$ cat src/rtl/conv_acc_pkg.sv
// rtl/conv_acc_pkg.sv - shared types and derived constants for the conv row sequencer
package conv_acc_pkg;

    typedef enum logic [2:0] {
        ST_IDLE,
        ST_CLEAR,
        ST_STREAM,
        ST_GAP,
        ST_DRAIN,
        ST_DONE
    } seq_state_t;

    localparam int DEF_IFM_WIDTH    = 8;
    localparam int DEF_WEIGHT_WIDTH = 8;
    localparam int DEF_KERNEL_SIZE  = 3;
    localparam int DEF_ROW_LEN      = 9;
    localparam int DEF_PE_LAT       = 1;
    localparam int DEF_RD_LEAD      = 1;
    localparam int DEF_ROW_GAP      = 1;

    // Output row length and one pass length (stream + gap)
    function automatic int out_len(input int row_len, input int k);
        return row_len - k + 1;
    endfunction

    function automatic int pass_len(input int row_len, input int row_gap);
        return row_len + row_gap;
    endfunction

    localparam int OUT_LEN   = out_len(DEF_ROW_LEN, DEF_KERNEL_SIZE);
    localparam int PASS_LEN  = pass_len(DEF_ROW_LEN, DEF_ROW_GAP);
    localparam int WGT_BUS_W = DEF_WEIGHT_WIDTH * DEF_KERNEL_SIZE * DEF_KERNEL_SIZE;

endpackage

$ cat src/rtl/conv_row_sequencer_if.sv
// rtl/conv_row_sequencer_if.sv - ifm source stream between source and sequencer
interface conv_row_sequencer_if
    import conv_acc_pkg::*;
#(
    parameter int IFM_WIDTH = DEF_IFM_WIDTH
);
    logic [IFM_WIDTH-1:0] ifm_in;
    logic                 ifm_in_valid;
    logic                 ifm_in_ready;

    modport master (output ifm_in, output ifm_in_valid, input ifm_in_ready);
    modport slave  (input ifm_in, input ifm_in_valid, output ifm_in_ready);
endinterface

$ cat src/rtl/seq_window_gen.sv
// rtl/seq_window_gen.sv - enable window over an inclusive pass-cycle range
module seq_window_gen #(
    parameter int TW = 4
) (
    input  logic          en,
    input  logic [TW-1:0] t,
    input  logic [TW-1:0] t_start,
    input  logic [TW-1:0] t_stop,
    output logic          win
);
    // Window is open while t lies in [t_start, t_stop]
    assign win = en && (t >= t_start) && (t <= t_stop);
endmodule

$ cat src/rtl/conv_row_sequencer.sv
// rtl/conv_row_sequencer.sv - row-tile sequencer feeding the 3x3 PE array and psum FIFOs
module conv_row_sequencer
    import conv_acc_pkg::*;
#(
    parameter int IFM_WIDTH    = DEF_IFM_WIDTH,
    parameter int WEIGHT_WIDTH = DEF_WEIGHT_WIDTH,
    parameter int KERNEL_SIZE  = DEF_KERNEL_SIZE,
    parameter int ROW_LEN      = DEF_ROW_LEN,
    parameter int PE_LAT       = DEF_PE_LAT,
    parameter int RD_LEAD      = DEF_RD_LEAD,
    parameter int ROW_GAP      = DEF_ROW_GAP
) (
    input  logic                                          clk1,
    input  logic                                          rst,
    input  logic                                          start,
    input  logic [WEIGHT_WIDTH*KERNEL_SIZE*KERNEL_SIZE-1:0] wgt_in,
    conv_row_sequencer_if.slave                           src,
    output logic [IFM_WIDTH-1:0]                          ifm,
    output logic [WEIGHT_WIDTH*KERNEL_SIZE*KERNEL_SIZE-1:0] wgt,
    output logic                                          set_ifm,
    output logic                                          set_wgt,
    output logic                                          set_reg,
    output logic                                          wr_en_0,
    output logic                                          wr_en_1,
    output logic                                          wr_en_2,
    output logic                                          rd_en_0,
    output logic                                          rd_en_1,
    output logic                                          rd_en_2,
    output logic                                          rd_clr,
    output logic                                          wr_clr,
    output logic                                          out_valid,
    output logic                                          busy,
    output logic                                          done,
    output logic                                          err
);
    localparam int OLEN = out_len(ROW_LEN, KERNEL_SIZE);
    localparam int PLEN = pass_len(ROW_LEN, ROW_GAP);
    localparam int TW   = $clog2(ROW_LEN + ROW_GAP + 1);

    localparam logic [TW-1:0] T_PASS_END   = TW'(PLEN - 1);
    localparam logic [TW-1:0] T_STREAM_END = TW'(ROW_LEN - 1);
    localparam logic [TW-1:0] T_DRAIN_END  = TW'(OLEN - 1);
    localparam logic [TW-1:0] WR_START     = TW'(KERNEL_SIZE - 1 + PE_LAT);
    localparam logic [TW-1:0] WR_STOP      = TW'(ROW_LEN - 1 + PE_LAT);
    localparam logic [TW-1:0] RD_START     = TW'(KERNEL_SIZE - 1 + PE_LAT - RD_LEAD);
    localparam logic [TW-1:0] RD_STOP      = TW'(ROW_LEN - 1 + PE_LAT - RD_LEAD);
    localparam logic [1:0]    P_LAST       = 2'(KERNEL_SIZE - 1);

    // Three psum FIFOs tie the kernel to 3; timing windows must stay inside a pass
    if (KERNEL_SIZE != 3) begin : g_bad_kernel
        $error("conv_row_sequencer: KERNEL_SIZE must be 3");
    end
    if (ROW_LEN < 3 || ROW_LEN > 255) begin : g_bad_row_len
        $error("conv_row_sequencer: ROW_LEN must be in 3..255");
    end
    if (RD_LEAD < 0 || RD_LEAD > KERNEL_SIZE - 1 + PE_LAT) begin : g_bad_rd_lead
        $error("conv_row_sequencer: RD_LEAD out of range");
    end
    if (ROW_GAP < PE_LAT) begin : g_bad_row_gap
        $error("conv_row_sequencer: ROW_GAP must be >= PE_LAT");
    end

    seq_state_t    state;
    logic [TW-1:0] t;
    logic [1:0]    p;
    logic          in_pass;
    logic          in_stream;
    logic          wr_win;
    logic          rd_win;

    assign in_pass   = (state == ST_STREAM) || (state == ST_GAP);
    assign in_stream = (state == ST_STREAM);

    // Sequencer FSM: pass/cycle counters, weight latch, ifm register and status pulses
    always_ff @(posedge clk1 or posedge rst) begin
        if (rst) begin
            state     <= ST_IDLE;
            t         <= '0;
            p         <= '0;
            wgt       <= '0;
            ifm       <= '0;
            set_ifm   <= 1'b0;
            set_wgt   <= 1'b0;
            out_valid <= 1'b0;
            done      <= 1'b0;
            err       <= 1'b0;
        end else begin
            set_ifm   <= 1'b0;
            set_wgt   <= 1'b0;
            done      <= 1'b0;
            err       <= 1'b0;
            out_valid <= rd_en_2;
            case (state)
                ST_IDLE: begin
                    t <= '0;
                    p <= '0;
                    if (start) begin
                        state <= ST_CLEAR;
                        wgt   <= wgt_in;
                    end
                end
                ST_CLEAR: begin
                    state <= ST_STREAM;
                    t     <= '0;
                    p     <= '0;
                end
                ST_STREAM, ST_GAP: begin
                    if (in_stream && !src.ifm_in_valid) begin
                        // A starved row cannot be resumed; abandon the tile
                        state <= ST_IDLE;
                        err   <= 1'b1;
                        t     <= '0;
                        p     <= '0;
                    end else begin
                        if (in_stream) begin
                            ifm     <= src.ifm_in;
                            set_ifm <= 1'b1;
                            set_wgt <= 1'b1;
                        end
                        if (t == T_PASS_END) begin
                            t <= '0;
                            if (p == P_LAST) begin
                                state <= ST_DRAIN;
                            end else begin
                                p     <= p + 2'd1;
                                state <= ST_STREAM;
                            end
                        end else begin
                            t     <= t + 1'b1;
                            state <= (t >= T_STREAM_END) ? ST_GAP : ST_STREAM;
                        end
                    end
                end
                ST_DRAIN: begin
                    if (t == T_DRAIN_END) begin
                        t     <= '0;
                        state <= ST_DONE;
                        done  <= 1'b1;
                    end else begin
                        t <= t + 1'b1;
                    end
                end
                ST_DONE: begin
                    state <= ST_IDLE;
                    p     <= '0;
                end
                default: state <= ST_IDLE;
            endcase
        end
    end

    seq_window_gen #(.TW(TW)) u_wr_win (
        .en      (in_pass),
        .t       (t),
        .t_start (WR_START),
        .t_stop  (WR_STOP),
        .win     (wr_win)
    );

    seq_window_gen #(.TW(TW)) u_rd_win (
        .en      (in_pass && (p != 2'd0)),
        .t       (t),
        .t_start (RD_START),
        .t_stop  (RD_STOP),
        .win     (rd_win)
    );

    // Pass p writes FIFO p and reads FIFO p-1; the drain empties FIFO 2
    assign wr_en_0 = wr_win && (p == 2'd0);
    assign wr_en_1 = wr_win && (p == 2'd1);
    assign wr_en_2 = wr_win && (p == 2'd2);
    assign rd_en_0 = rd_win && (p == 2'd1);
    assign rd_en_1 = rd_win && (p == 2'd2);
    assign rd_en_2 = (state == ST_DRAIN);

    assign busy             = (state != ST_IDLE);
    assign set_reg          = busy;
    assign rd_clr           = (state == ST_IDLE) || (state == ST_CLEAR);
    assign wr_clr           = (state == ST_IDLE) || (state == ST_CLEAR);
    assign src.ifm_in_ready = in_stream;

endmodule

$ cat src/flat_wrapper.sv
// flat-port wrapper written by rule: the top's interface ports become plain ports
module conv_row_sequencer_flat import conv_acc_pkg::*;
#(
    parameter int IFM_WIDTH    = DEF_IFM_WIDTH,
    parameter int WEIGHT_WIDTH = DEF_WEIGHT_WIDTH,
    parameter int KERNEL_SIZE  = DEF_KERNEL_SIZE,
    parameter int ROW_LEN      = DEF_ROW_LEN,
    parameter int PE_LAT       = DEF_PE_LAT,
    parameter int RD_LEAD      = DEF_RD_LEAD,
    parameter int ROW_GAP      = DEF_ROW_GAP
)
  (clk1, rst, start, wgt_in, ifm, wgt, set_ifm, set_wgt, set_reg, wr_en_0, wr_en_1, wr_en_2, rd_en_0, rd_en_1, rd_en_2, rd_clr, wr_clr, out_valid, busy, done, err, src_ifm_in, src_ifm_in_valid, src_ifm_in_ready);
  conv_row_sequencer_if #(.IFM_WIDTH(IFM_WIDTH)) src_i ();
  input  logic clk1;
  input  logic rst;
  input  logic start;
  input  logic [WEIGHT_WIDTH*KERNEL_SIZE*KERNEL_SIZE-1:0] wgt_in;
  output logic [IFM_WIDTH-1:0] ifm;
  output logic [WEIGHT_WIDTH*KERNEL_SIZE*KERNEL_SIZE-1:0] wgt;
  output logic set_ifm;
  output logic set_wgt;
  output logic set_reg;
  output logic wr_en_0;
  output logic wr_en_1;
  output logic wr_en_2;
  output logic rd_en_0;
  output logic rd_en_1;
  output logic rd_en_2;
  output logic rd_clr;
  output logic wr_clr;
  output logic out_valid;
  output logic busy;
  output logic done;
  output logic err;
  input wire logic [$bits(src_i.ifm_in)-1:0] src_ifm_in;
  input wire logic [$bits(src_i.ifm_in_valid)-1:0] src_ifm_in_valid;
  output wire logic [$bits(src_i.ifm_in_ready)-1:0] src_ifm_in_ready;
  assign src_i.ifm_in = src_ifm_in;
  assign src_i.ifm_in_valid = src_ifm_in_valid;
  assign src_ifm_in_ready = src_i.ifm_in_ready;
  conv_row_sequencer #(.IFM_WIDTH(IFM_WIDTH), .WEIGHT_WIDTH(WEIGHT_WIDTH), .KERNEL_SIZE(KERNEL_SIZE), .ROW_LEN(ROW_LEN), .PE_LAT(PE_LAT), .RD_LEAD(RD_LEAD), .ROW_GAP(ROW_GAP)) u_core (.clk1(clk1), .rst(rst), .start(start), .wgt_in(wgt_in), .src(src_i), .ifm(ifm), .wgt(wgt), .set_ifm(set_ifm), .set_wgt(set_wgt), .set_reg(set_reg), .wr_en_0(wr_en_0), .wr_en_1(wr_en_1), .wr_en_2(wr_en_2), .rd_en_0(rd_en_0), .rd_en_1(rd_en_1), .rd_en_2(rd_en_2), .rd_clr(rd_clr), .wr_clr(wr_clr), .out_valid(out_valid), .busy(busy), .done(done), .err(err));
endmodule
$ cat config.mk
export PLATFORM = sky130hd
export DESIGN_NAME = conv_row_sequencer_flat
export DESIGN_NICKNAME = d
export VERILOG_FILES = /design/src/rtl/conv_acc_pkg.sv /design/src/rtl/conv_row_sequencer_if.sv /design/src/rtl/seq_window_gen.sv /design/src/rtl/conv_row_sequencer.sv /design/src/flat_wrapper.sv
export SDC_FILE = /design/constraint.sdc
export NUM_CORES = 1
export LEC_CHECK = 0
export CAP_MARGIN = 25
export CELL_PAD_IN_SITES_DETAIL_PLACEMENT = 0
export CELL_PAD_IN_SITES_GLOBAL_PLACEMENT = 2
export CORE_UTILIZATION = 28
export CTS_BUF_LIST = sky130_fd_sc_hd__clkbuf_16
export DETAILED_ROUTE_END_ITERATION = 10
export GPL_ROUTABILITY_DRIVEN = 1
export HOLD_SLACK_MARGIN = 0.02
export PLACE_DENSITY_LB_ADDON = 0.3
export SYNTH_ARGS = -nofsm -noshare
export SYNTH_HDL_FRONTEND = slang
export SYNTH_SLANG_ARGS = --single-unit
export TNS_END_PERCENT = 100
$ cat constraint.sdc
create_clock -name clk1 -period 3.7 [get_ports clk1]
set_input_delay 0.74 -clock clk1 [delete_from_list [all_inputs] [get_ports clk1]]
set_output_delay 0.74 -clock clk1 [all_outputs]
set_load 0.1 [all_outputs]
Word level (Yosys, flattened, before mapping)
Cells that the tools add are included.
Storage, ports and cells
  output and inout port bits: 96
  logic and storage cells: 79
  bits in registers: 93
Operators by class
  bitwise gates (word level): 1
  equal/unequal tests: 13
  reductions and logical operators: 27
  $lt $le $gt $ge: 5
  add/sub/neg operators: 2
  multiplexer cells: 22
Operators with widths (number)
  3-bit two-way mux: 5
  4-bit two-way mux: 3
  3-bit one-hot mux with 4 select lines: 1
  4-bit one-hot mux with 3 select lines: 1
  1-bit logical AND: 11
  4-bit by 2-bit >= comparator with 1-bit output (second input constant): 2
  4-bit less-or-equal comparator (second input constant): 2
  1-bit two-way mux: 8
  3-bit by 2-bit equality test with 1-bit output (second input constant): 2
  3-bit equality test (second input constant): 2
  2-bit two-way mux: 3
  3-bit AND reduction: 2
  3-bit nonzero test: 2
  4-bit by 1-bit adder with 4-bit output (second input constant): 1
  4-bit by 3-bit equality test with 1-bit output (second input constant): 1
  4-bit equality test (second input constant): 1
  4-bit >= comparator (second input constant): 1
  2-bit inequality test (second input constant): 2
  2-bit one-hot mux with 2 select lines: 1
  2-bit AND reduction: 2
  2-bit nonzero test: 2
  2-bit OR reduction: 2
  3-bit by 1-bit equality test with 1-bit output (second input constant): 1
  3-bit zero test: 1
  other kinds (10): 11

Logic depth before layout (Yosys ltp)
Gate-level depths: netlist (run 1).
  depth after elaboration: 6
  depth in mapped cells: 6

Modules after synthesis
A second synthesis (run 1) with hierarchy kept.
Unflattened totals
  cells, all modules: 309
  area total of the unflattened synthesis: 4164.0 um^2
Modules (own cells, without submodules)
  conv_row_sequencer: cells each 253, area an instance 3776.1 um^2, times used 1
  seq_window_gen: cells each 28, area an instance 193.9 um^2, times used 2

Worst setup path after synthesis (run 1)
OpenSTA, ideal clock, no wires.
  kind: register -> output
  from: register u_core.state[2]
  to: output port wr_clr
  slack: 0.678 ns
  arrival time: 2.282 ns
  stages on the path, launching flop included: 4
  data required time: 2.960 ns
  path through: dfrtp_1 > buf_4 > nor2_1 > buf_4
Between the ends
  longest elaborated chain between the ends: 2
  elaborated cells on any way between the ends: 3
  classes of those cells: eq/ne (1); reduce/logical (2)
RTL lines
  from (decl): line conv_row_sequencer.sv:63  | seq_state_t state;
  from (signal assigned): line conv_row_sequencer.sv:130  | state <= (t >= T_STREAM_END) ? ST_GAP : ST_STREAM;
  3-bit by 1-bit equality test with 1-bit output or 3-bit zero test (tied branches)
  1-bit logical OR (*)
  to (decl): line flat_wrapper.sv:30  | output logic wr_clr;
Mark *: on every way between the ends. The rest lies on a longest branch, timed or not.

Worst setup path after layout (run 1)
  from: register u_core.state[2]
  to: output port wr_en_2
Between the ends
  longest elaborated chain between the ends: 5
  elaborated cells on any way between the ends: 6
  classes of those cells: eq/ne (2); reduce/logical (4)
RTL lines
  3-bit by 2-bit equality test with 1-bit output: line conv_row_sequencer.sv:71  | assign in_pass = (state == ST_STREAM) || (state == ST_GAP);
  1-bit logical OR (*): line conv_row_sequencer.sv:71
  1-bit logical AND (*) (2 in a row): line seq_window_gen.sv:12  | assign win = en && (t >= t_start) && (t <= t_stop);
  1-bit logical AND (*): line conv_row_sequencer.sv:171  | assign wr_en_2 = wr_win && (p == 2'd2);
  to (decl): line flat_wrapper.sv:25  | output logic wr_en_2;
Marks and branches as above.

==> metrics.csv, run 1 <==
metric,value,unit
max_cap_violations,0,
criticalPathCategory,flop to output pin,
coreArea,14600,µm²
port_buffers,179,
period_minus_slack,2790,ps
crit_fanout,11,
startpoint,u_core.state[2],
grt_max_degree,79,
fin_tns_setup,0,ps
cts_tree,built,
reg2reg_depth,4,
finalClockSkew,5.78,ps
cts_sinks,93,
r2r_setup_slack,1740,ps
post_synth_instance_area,4240,µm²
post-cts-setup-buffer-count,0,
avgSynthCellArea,16.0,µm²
ys_warn_count,0,
grt_pass1_wl,16700,µm
hold_viol_final,0,
hp-class,flop to flop,
drt_iter0_drc,127,
diodes,0,
status,finished with violations,
ys_seq_area_frac,0.549,
drt_pass1_iterations,10,
antenna_found_initial,0,
cts_resized,0,
post-route-period-util,0.753,
gp_congestion,0.785,
slowest_stage,dfrtp_1,
r2r-start,u_core.state[2],
cts_made_buffers,9,
num_rows,44,
antenna_left,0,
die_w,125,µm
die-area,15600,µm²
ys_seq_elements,93,
post_drt_wl_per_cell,16.3,µm
ioPinCount,180,
grt_pass1_vias,2895,
die_y,125,µm
area_growth,49.2,%
tightest_slew,1020,ps
ys_types,39,
dp_hpwl,7080,µm
ys.flop_type,dfrtp_1,
reg2reg_to,u_core.ifm[6],
end_kind,output pin,
crit_path_cell_trace,nand2b_1 > a211oi_1 > and2_1 > buf_4,
drt-total-wl,10200,µm
synth_nets,352,
postCtsHoldBufs,0,
track_usage,0.139,
cts_max_level,3,
initial_core_util,0.290,
grt_setup_unrepaired,false,
final_max_slew_viol_count,0,
path_clk_slew,70,ps
fillers,1324,
start_kind,flop,
vias,2773,
nNetsFinal,526,
register_area,2330,µm²
clk_root_buffer_cell,clkbuf_16,
synth_cells,265,
synth-edff-count,0,
fmax,0.359,GHz
worstSetupEndpoint,wr_en_2,
clk_path_buf_depth,2,
final_layout_size_suffix_gt1_frac,0.273,
drc,28,
slowest_delay,490,ps
slew_headroom,0.321,
arrival,2050,ps
crit_required,2960,ps
clkLatencyLatePin,340,ps
routed_via_density,4.42,
gr-total-overflow,0,
multi_input_area,1620,µm²
synthArstFlopShare,1.00,
setup_viol,0,
violations,design-rule violations,
## cells by family (layout without fill, tap and decap cells)
logic type	Yosys count	count (layout)	synth area share
and+or+nand+nor	36	36	0.0552
buffers and inverters	27	205	0.0682
muxes	80	80	0.274
xor gates and xnor gates	1	1	0.00207
DFF	93	93	0.549
adders and majority gates	3	3	0.00885
AOI/OAI and AO/OA	25	25	0.0425
## final cells by class
cell class / count / share of cell area
Clock inverter: 6 / 0.0101
Multi-Input combinational cell: 145 / 0.257
Clock buffer: 9 / 0.0356
Tap cell: 184 / 0.0364
Timing Repair Buffer: 183 / 0.289
Inverter: 7 / 0.00455
Sequential cell: 93 / 0.368
## cell usage in the layout (no fill, tap or decap), drive strengths merged
master         instances
clkdlybuf4s50        168
and2                   6
a22oi                  1
clkinvlp               1
nor3                   3
o22ai                  2
a311oi                 1
xnor2                  1
a21oi                  8
clkinv                 1
o21bai                 1
o21ai                  4
mux2                  80
dfrtp                 93
clkbuf                 9
a211oi                 2
ha                     3
nor4                   1
and3                   2
o32ai                  1
nand3                  3
a31oi                  2
nand2b                 1
o311ai                 1
or4b                   1
or3b                   1
o21a                   2
bufinv                 1
and4bb                 2
buf                   15
nand2                  6
or2                    2
nor2                   8
inv                   10
## sequential cells by signal, indices dropped and copies added (netlist names)
register	count
u_core.wgt	72
u_core.ifm	8
u_core.t	4
u_core.state	3
u_core.p	2
u_core.done	1
u_core.err	1
u_core.out_valid	1
u_core.set_ifm	1
## critical path: cells and delay by family, from the launching register on
kind,cells,cell delay (ps)
compound gates,1,340
buf+inv,1,280
flops,1,490
simple gates,2,590
## worst min-delay path by stage
| stage | slack [ps] | endpoint | start | cells past startpoint |
|---|---|---|---|---|
| 2_1_floorplan | 520 | u_core.p[1] | u_core.p[1] | 2 |
| 3_3_place_gp | 490 | u_core.ifm[4] | u_core.ifm[4] | 1 |
| 5_1_grt | 530 | u_core.wgt[17] | u_core.wgt[17] | 1 |
| 4_1_cts | 510 | u_core.ifm[0] | u_core.ifm[0] | 1 |
| 6_report | 510 | u_core.ifm[0] | u_core.ifm[0] | 1 |
| 3_5_place_dp | 490 | u_core.wgt[37] | u_core.wgt[37] | 1 |
## metrics by stage
step / instances / cell area (µm²) / util / setup slack [ps] / hold slack (ps)
2_1_floorplan: 265 / 4240 / - / 540 / 520
3_3_place_gp: 611 / 6010 / 0.410 / 1270 / 492
3_5_place_dp: 611 / 6010 / 0.410 / 1260 / 493
4_1_cts: 626 / 6300 / 0.430 / 884 / 513
5_1_grt: 627 / 6330 / 0.432 / 727 / 527
6_report: 627 / 6330 / 0.432 / 913 / 508
## cells in the mapped netlist (all sizes together) (3+ instances only)
cell	n	area share
nand2	6	0.0053
o21ai	4	0.0047
a21oi	8	0.0094
nand3	3	0.0035
mux2	80	0.27
ha	3	0.0089
and2	6	0.0089
nor3	3	0.0062
nor2	8	0.0094
inv	7	0.0062
dfrtp	93	0.55
buf	20	0.062
## metal layers
layer	part of all wire	up-vias	global-route usage
li1	-	1268	-
met1	0.44	1378	0.178
met2	0.47	112	0.221
met3	0.069	15	0.0389
met4	0.019	0	0.0560
met5	0	-	0
Power of run 1 is not shown: default switching activity piles up to over one toggle a cycle in this logic, so the estimate is an artifact.
==> run 2, diff against run 1 <==
==> constraint.sdc (replaced) <==
create_clock -name clk1 -period 2.6 [get_ports clk1]
set_input_delay 0.52 -clock clk1 [delete_from_list [all_inputs] [get_ports clk1]]
set_output_delay 0.52 -clock clk1 [all_outputs]
set_load 0.1 [all_outputs]
==> metrics.csv, run 2 (synthesis results as in run 1) <==
metric,value,unit
status,finished with violations,
violations,design-rule violations,
clk_root_buffer_cell,clkbuf_16,
setup_viol,0,
vias,2753,
clkLatencyLatePin,340,ps
grt_pass1_wl,16200,µm
reg_top3,"u_core.wgt (72), u_core.ifm (8), u_core.t (4)",
dp_hpwl,7100,µm
slowest_delay,560,ps
grt_util_met2,0.210,
drt_iter0_drc,114,
routed_via_density,4.36,
antenna_left,0,
cts_max_level,3,
post-route-period-util,0.952,
die-area,15600,µm²
gp_congestion,0.707,
tightest_slew,473,ps
post-cts-setup-buffer-count,0,
ioPinCount,180,
fin_tns_setup,0,ps
crit_path_cell_trace,or4b_4 > a211oi_2 > and2_1 > buf_12,
crit_required,2080,ps
cts_tree,built,
num_rows,44,
final_cell_mix,"buf_4 (94), dfrtp_1 (93), clkdlybuf4s50_1 (83)",
diodes,0,
grt_util_met3,0.0518,
gr-total-overflow,0,
period_minus_slack,2480,ps
slew_headroom,0.683,
fmax,0.404,GHz
final_max_slew_viol_count,0,
met1_usage,0.172,
track_usage,0.134,
path_clk_slew,60,ps
clk_path_buf_depth,2,
finalClockSkew,11.3,ps
nNetsFinal,530,
regMostFlops,u_core.wgt,
criticalPathCategory,flop to output pin,
post_drt_wl_per_cell,15.9,µm
port_buffers,179,
end_kind,output pin,
mostFrequentLayoutCell,buf_4,
arrival,1960,ps
grt_max_degree,65,
grt.busiest_layer,met2,
start_kind,flop,
hp-class,flop to flop,
crit_fanout,9,
largest_register_ffs,72,
antenna_found_initial,0,
grt_pass1_vias,2840,
grt_setup_unrepaired,false,
cts_made_buffers,9,
fillers,1379,
cts_resized,0,
initial_core_util,0.290,
die_w,125,µm
hold_viol_final,0,
postCtsHoldBufs,0,
area_growth,47.4,%
final_layout_size_suffix_gt1_frac,0.473,
drt-total-wl,10100,µm
slowest_stage,or4b_4,
max_cap_violations,0,
drc,40,
drt_pass1_iterations,7,
die_y,125,µm
coreArea,14600,µm²
cts_sinks,93,
[run 2: cell types whose count changed in the layout (fill, tap and decap cells not counted)]
cell and delta:
inv_6 +1, buf_4 +81, inv_4 -1, nor2_2 +1, buf_12 +9, buf_16 -1
clkdlybuf4s50_1 -85, nor2_1 -1, clkinvlp_4 +1
[run 2: layout make-up]
class / count / area (µm²) / area share
Multi-Input combinational cell: 145 / 1630 / 0.260
Sequential cell: 93 / 2330 / 0.372
Clock buffer: 9 / 225 / 0.0360
Timing Repair Buffer: 187 / 1740 / 0.278
Inverter: 7 / 30.0 / 0.00481
Tap cell: 184 / 230 / 0.0368
Clock inverter: 7 / 72.6 / 0.0116
[run 2: worst paths after layout]
check                           slack, ps             end  depth (start not counted)       startpoint
worst min-delay path                  510   u_core.ifm[7]                          1    u_core.ifm[7]
worst max register to register        800   u_core.ifm[2]                          4  u_core.state[1]
worst min register to register        510   u_core.ifm[7]                          1    u_core.ifm[7]
max in group asynchronous            1660  u_core.wgt[44]                          3              rst
worst max-delay path                  120         rd_en_1                          4      u_core.t[2]
min in group asynchronous             650  u_core.wgt[65]                          3              rst
[run 2: metal layers]
layer	routed length, µm	up-vias
li1	-	1276
met1	4460	1366
met2	4640	105
met3	844	6
met4	110	0
met5	0	-
[run 2: metrics by stage]
step	hold slack, ps	worst slack [ps]	util	instances	instance area [µm²]
4_1_cts	512	99.9	0.427	632	6250
5_1_grt	519	16.4	0.427	632	6250
3_5_place_dp	493	493	0.406	616	5950
3_3_place_gp	493	488	0.406	616	5950
2_1_floorplan	520	99.3	-	265	4250
6_report	507	124	0.427	632	6250
[run 2: worst max-delay path, delay by kind of cell (launching register included)]
kind,cells,cell delay [ps]
AO/OA/AOI/OAI,1,210
AND/OR/NAND/NOR,2,770
buffers and inverters,1,190
flip-flops,1,450
Power of run 2 is left out for the same reason.
==> run 3, diff against run 2 <==
--- a/config.mk
+++ b/config.mk
@@ -17,4 +17,4 @@
 export SYNTH_ARGS = -nofsm -noshare
 export SYNTH_HDL_FRONTEND = slang
 export SYNTH_SLANG_ARGS = --single-unit
-export TNS_END_PERCENT = 100
+export TNS_END_PERCENT = 20
==> metrics.csv, run 3 (synthesis results as in run 1) <==
metric,value,unit
status,finished with violations,
violations,design-rule violations,
die_y,125,µm
post-cts-setup-buffer-count,0,
slew_headroom,0.619,
pre_cts_ws,420,ps
post_drt_wl_per_cell,16.1,µm
hold_viol_final,0,
cts_resized,0,
slowest_stage,or4b_4,
reg_top3,"u_core.wgt (72), u_core.ifm (8), u_core.t (4)",
initial_core_util,0.290,
start_kind,flop,
cts_tree,built,
area_growth,47.4,%
arrival,1940,ps
cts_max_level,3,
die_w,125,µm
nNetsFinal,530,
coreArea,14600,µm²
crit_fanout,9,
track_usage,0.135,
post-route-period-util,0.948,
diodes,0,
regMostFlops,u_core.wgt,
dp_hpwl,7260,µm
clk_path_buf_depth,2,
fillers,1363,
die-area,15600,µm²
drt_iter0_drc,141,
largest_register_ffs,72,
cp_top_family,simple AND/OR/NAND/NOR gates,
period_minus_slack,2460,ps
final_layout_size_suffix_gt1_frac,0.467,
holdWs,508,ps
crit_required,2080,ps
postCtsHoldBufs,0,
port_buffers,179,
end_kind,output pin,
criticalPathCategory,flop to output pin,
placed_area,5960,µm²
path_clk_slew,70,ps
finalClockSkew,8.20,ps
layout_setup_ws,136,ps
gp_congestion,0.722,
num_rows,44,
final_cell_mix,"buf_4 (93), dfrtp_1 (93), clkdlybuf4s50_1 (83)",
crit_buf_inv,1,
grt_setup_unrepaired,false,
drt_pass1_iterations,7,
antenna_left,0,
final_max_slew_viol_count,0,
crit_path_cell_trace,or4b_4 > a211oi_2 > and2_1 > buf_12,
max_cap_violations,0,
grt_pass1_wl,16400,µm
clkLatencyLatePin,340,ps
fin_util,0.427,
tightest_slew,571,ps
setup_viol,0,
hp-class,flop to flop,
design_area,6250,µm²
antenna_found_initial,0,
grt_max_degree,52,
drt-total-wl,10200,µm
ioPinCount,180,
gr-total-overflow,0,
cts_sinks,93,
vias,2754,
drc,36,
cts_made_buffers,9,
grt_pass1_vias,2866,
routed_via_density,4.36,
clk_root_buffer_cell,clkbuf_16,
fmax,0.406,GHz
slowest_delay,570,ps
run 3: cell count changes in the layout (fill, tap and decap cells not counted), sizes merged:
cell / change
clkinv: +2
inv: -2
run 3: worst paths after layout:
path,slack (ps),to,depth (start not counted),startpoint
min in group asynchronous,580,u_core.ifm[1],2,rst
worst min-delay path,510,u_core.wgt[67],1,u_core.wgt[67]
worst max-delay path,140,rd_en_0,4,u_core.t[2]
worst max register to register,620,u_core.ifm[3],5,u_core.state[2]
max in group asynchronous,1370,u_core.wgt[46],3,rst
worst min register to register,510,u_core.wgt[67],1,u_core.wgt[67]
run 3: final cells by class:
type / instances / area, µm² / share of cell area
flip-flops and latches: 93 / 2330 / 0.372
clock buffers: 9 / 225 / 0.0360
repair buffers: 187 / 1750 / 0.280
well taps: 184 / 230 / 0.0368
multi-input cells: 145 / 1620 / 0.260
inverters: 7 / 30.0 / 0.00480
clock inverters: 7 / 66.3 / 0.0106
run 3: per-layer routing:
layer | GRT usage | routed length, µm | share of wire
met1 | 0.171 | 4330 | 0.43
met5 | 0 | 0 | 0
met2 | 0.216 | 4890 | 0.48
met4 | 0.0387 | 59 | 0.0058
met3 | 0.0501 | 895 | 0.088
run 3: stage by stage:
step                      std cells  setup TNS (ps)
after floorplan                 265            -202
after global placement          616               0
after detailed placement        616               0
after CTS                       632               0
after global routing            632               0
final                           632               0
run 3: worst register-to-register path: cells and delay by family (launching register included):
| kind | cells | cell delay (ps) |
|---|---|---|
| and+or+nand+nor | 3 | 780 |
| muxes | 1 | 380 |
| buffers and inverters | 1 | 210 |
| DFF | 1 | 500 |
Power of run 3 is left out for the same reason.
==> edit (settings of run 2) <==
`DEF_WEIGHT_WIDTH`: 8 -> 6.
--- a/src/rtl/conv_acc_pkg.sv
+++ b/src/rtl/conv_acc_pkg.sv
@@ -13,3 +13,3 @@
     localparam int DEF_IFM_WIDTH    = 8;
-    localparam int DEF_WEIGHT_WIDTH = 8;
+    localparam int DEF_WEIGHT_WIDTH = 6;
     localparam int DEF_KERNEL_SIZE  = 3;
Ports: changed (resized wgt and wgt_in); port bits go from 180 to 144. The function was not compared with the original's and may differ.
==> edit against run 2 <==
- highest routed layer unchanged
- the run still ends with design-rule violations left
- fmax is 4.4% higher
- sequential cell count is 18 lower
- clock skew is 5.7 ps lower
- wire length is 23% lower
- largest cell class unchanged
- setup slack better by 100 ps
- area after synthesis is 20% lower
- first-iteration DRC count is 29% lower
- die area is 20% lower
- count of clock-buffer cells in the layout stayed put
- design area is 19% lower
Power is not shown: default switching activity piles up to over one toggle a cycle in this logic, so the estimate is an artifact.
==> edit: results (changes against run 2) <==
Yosys
  • Syn. warnings: 0 (unchanged)
  • Mean area per synthesized cell: 15.3 µm² (-4.3%)
  • Synth async-reset ratio: 100% (unchanged)
  • Leading post-synthesis cells by cell area: sky130_fd_sc_hd__dfrtp_1 55%, sky130_fd_sc_hd__mux2_4 22%, sky130_fd_sc_hd__buf_12 3.5%
  • Prevailing post-synth register cell: sky130_fd_sc_hd__dfrtp_1
  • Net count of the mapped netlist: 291 (-17%)
  • Number of distinct standard cells referenced by the synthesized netlist: 37 (-5.1%)
  • Sequential area share after synthesis: 55.2% (+0.34 points)
  • Leading cell types by count after synthesis: 75 x sky130_fd_sc_hd__dfrtp_1, 49 x sky130_fd_sc_hd__mux2_4, 9 x sky130_fd_sc_hd__nor2_1

STA
  • Setup Skew: 5.54 ps (-5.75 ps)
  • Fmax: 422 MHz (+4.4%)
  • Final-layout setup total negative slack: 0 ps (unchanged)
  • Max_slew headroom: 67.5% (-0.84 points)

Worst hold path
  • Hold-critical path depth: 1 (unchanged)
  • Class of the most critical hold timing path: flip-flop to flip-flop
  • Startpoint of the worst hold path: u_core.ifm[3]

Finish
  • Layout cell share with drive strength beyond 1: 44.4% (-2.9 points)
  • Fill cell count: 1072 (-22%)
  • Leading registers by flop count: u_core.wgt (54), u_core.ifm (8), u_core.t (4)
  • Number of antenna repair diodes: 0 (unchanged)
  • Number of standard cells in the final layout excluding fillers: 508 (-20%)
  • Net count, final: 431 (-19%)

Clocking
  • Root cell of the clock tree: sky130_fd_sc_hd__clkbuf_16
  • Bufs on Longest Clock Path: 2 (unchanged)
  • Clk slew on worst S/H paths: 60 ps (about the same)
  • TritonCTS buffer count: 9 (unchanged)
  • Post_cts resized: 0 (unchanged)
  • Clock Latency Late Sink: 330 ps
  • Number of H-tree branching levels: 3 (unchanged)
  • Post CTS Setup Buffer Count: 0 (unchanged)

Routing
  • First-pass DRT Iterations: 7 (unchanged)
  • Detailed router's first-iteration violation count: 81 (-29%)
  • Via density per instance: 4.43 (+1.6%)
  • DRC violations left: 15 (-63%)
  • Detailed-route wire length: 7700 µm (-23%)

Critical path
  • Worst-case reg-to-reg path depth: 4 (unchanged)
  • Data arrival time of the critical path: 1850 ps (-110 ps)
  • Reg2reg setup slack: 710 ps (-90 ps)
  • Launch instance of the worst register-to-register path: u_core.state[2]
  • Capture point of the critical path: wr_en_0
  • Worst R2R End: u_core.ifm[7]
  • Top fanout value on the critical path: 9 (unchanged)
  • Critical path origin: u_core.t[1]

Placed design
  • Placed wire-length estimate: 5460 µm (-23%)
  • Pre-CTS setup slack: 582 ps (+89.1 ps)
  • Final weighted congestion in routability-driven placement: 0.736 (+4.2%)
  • Instance count after placement with tap cells included: 494 (-20%)
  • Placed instance area: 4770 µm² (-20%)
  • Port Buffers: 143 (-20%)

Global route
  • Vias in the first global route: 2348 (-17%)
  • Antenna violations before repair: 0 (unchanged)
  • Pin count of the biggest net entering global routing: 51 (-22%)
  • Global-route total usage across every layer: 13.3% (-0.11 points)
  • Global-route wire length before repair: 12700 µm (-22%)

Run status
  • Outcome: complete, but fails checks
  • Violated checks: design-rule violations
## edit: cell count changes after synthesis, moves of 3 or more
cell / before / now
sky130_fd_sc_hd__mux2_2: 10 / 5
sky130_fd_sc_hd__a21oi_1: 8 / 3
sky130_fd_sc_hd__buf_2: 1 / 4
sky130_fd_sc_hd__mux2_1: 0 / 8
sky130_fd_sc_hd__nor2_1: 6 / 9
sky130_fd_sc_hd__mux2_4: 70 / 49
sky130_fd_sc_hd__dfrtp_1: 93 / 75
## edit: per-layer routing
metal / wire length, µm / up-vias / global-route usage [%]
met2: 3350 / 92 / 19.2
li1: - / 1049 / -
met5: 0 / - / 0
met4: 161 / 0 / 6.93
met1: 3480 / 1095 / 18.0
met3: 707 / 12 / 3.67
## edit: final cells by class
class                      count  area (µm²)  area share (%)
clock buffer                   9         225            4.44
clock inverter                 5        71.3            1.41
inverter                       6        25.0           0.494
multi-input combinational    124        1310            25.8
sequential                    75        1880            37.0
tap                          143         179            3.53
timing repair buffer         146        1380            27.3
## edit: worst max-delay path: stages, from the launching register on
cell                       delay, ps
sky130_fd_sc_hd__dfrtp_1         450
sky130_fd_sc_hd__or2_2           340
sky130_fd_sc_hd__a221oi_2        320
sky130_fd_sc_hd__and2_1          220
sky130_fd_sc_hd__buf_12          180
## edit: how the worst min path moves through the flow
stage,to,slack [ps]
floorplan,u_core.p[1],520
global placement,u_core.ifm[7],470
detailed placement,u_core.ifm[4],480
CTS,u_core.ifm[4],500
global route,u_core.ifm[4],510
finish,u_core.ifm[3],490
## edit: kinds of logic after synthesis
family                     count (synthesis)  share of synthesized area [%]
adders and majority gates                  3                           1.10
buffers and inverters                     23                           6.59
DFF                                       75                           55.2
xor gates and xnor gates                   2                          0.516
muxes                                     63                           26.3
AOI/OAI and AO/OA                         18                           4.01
and+or+nand+nor                           38                           6.30
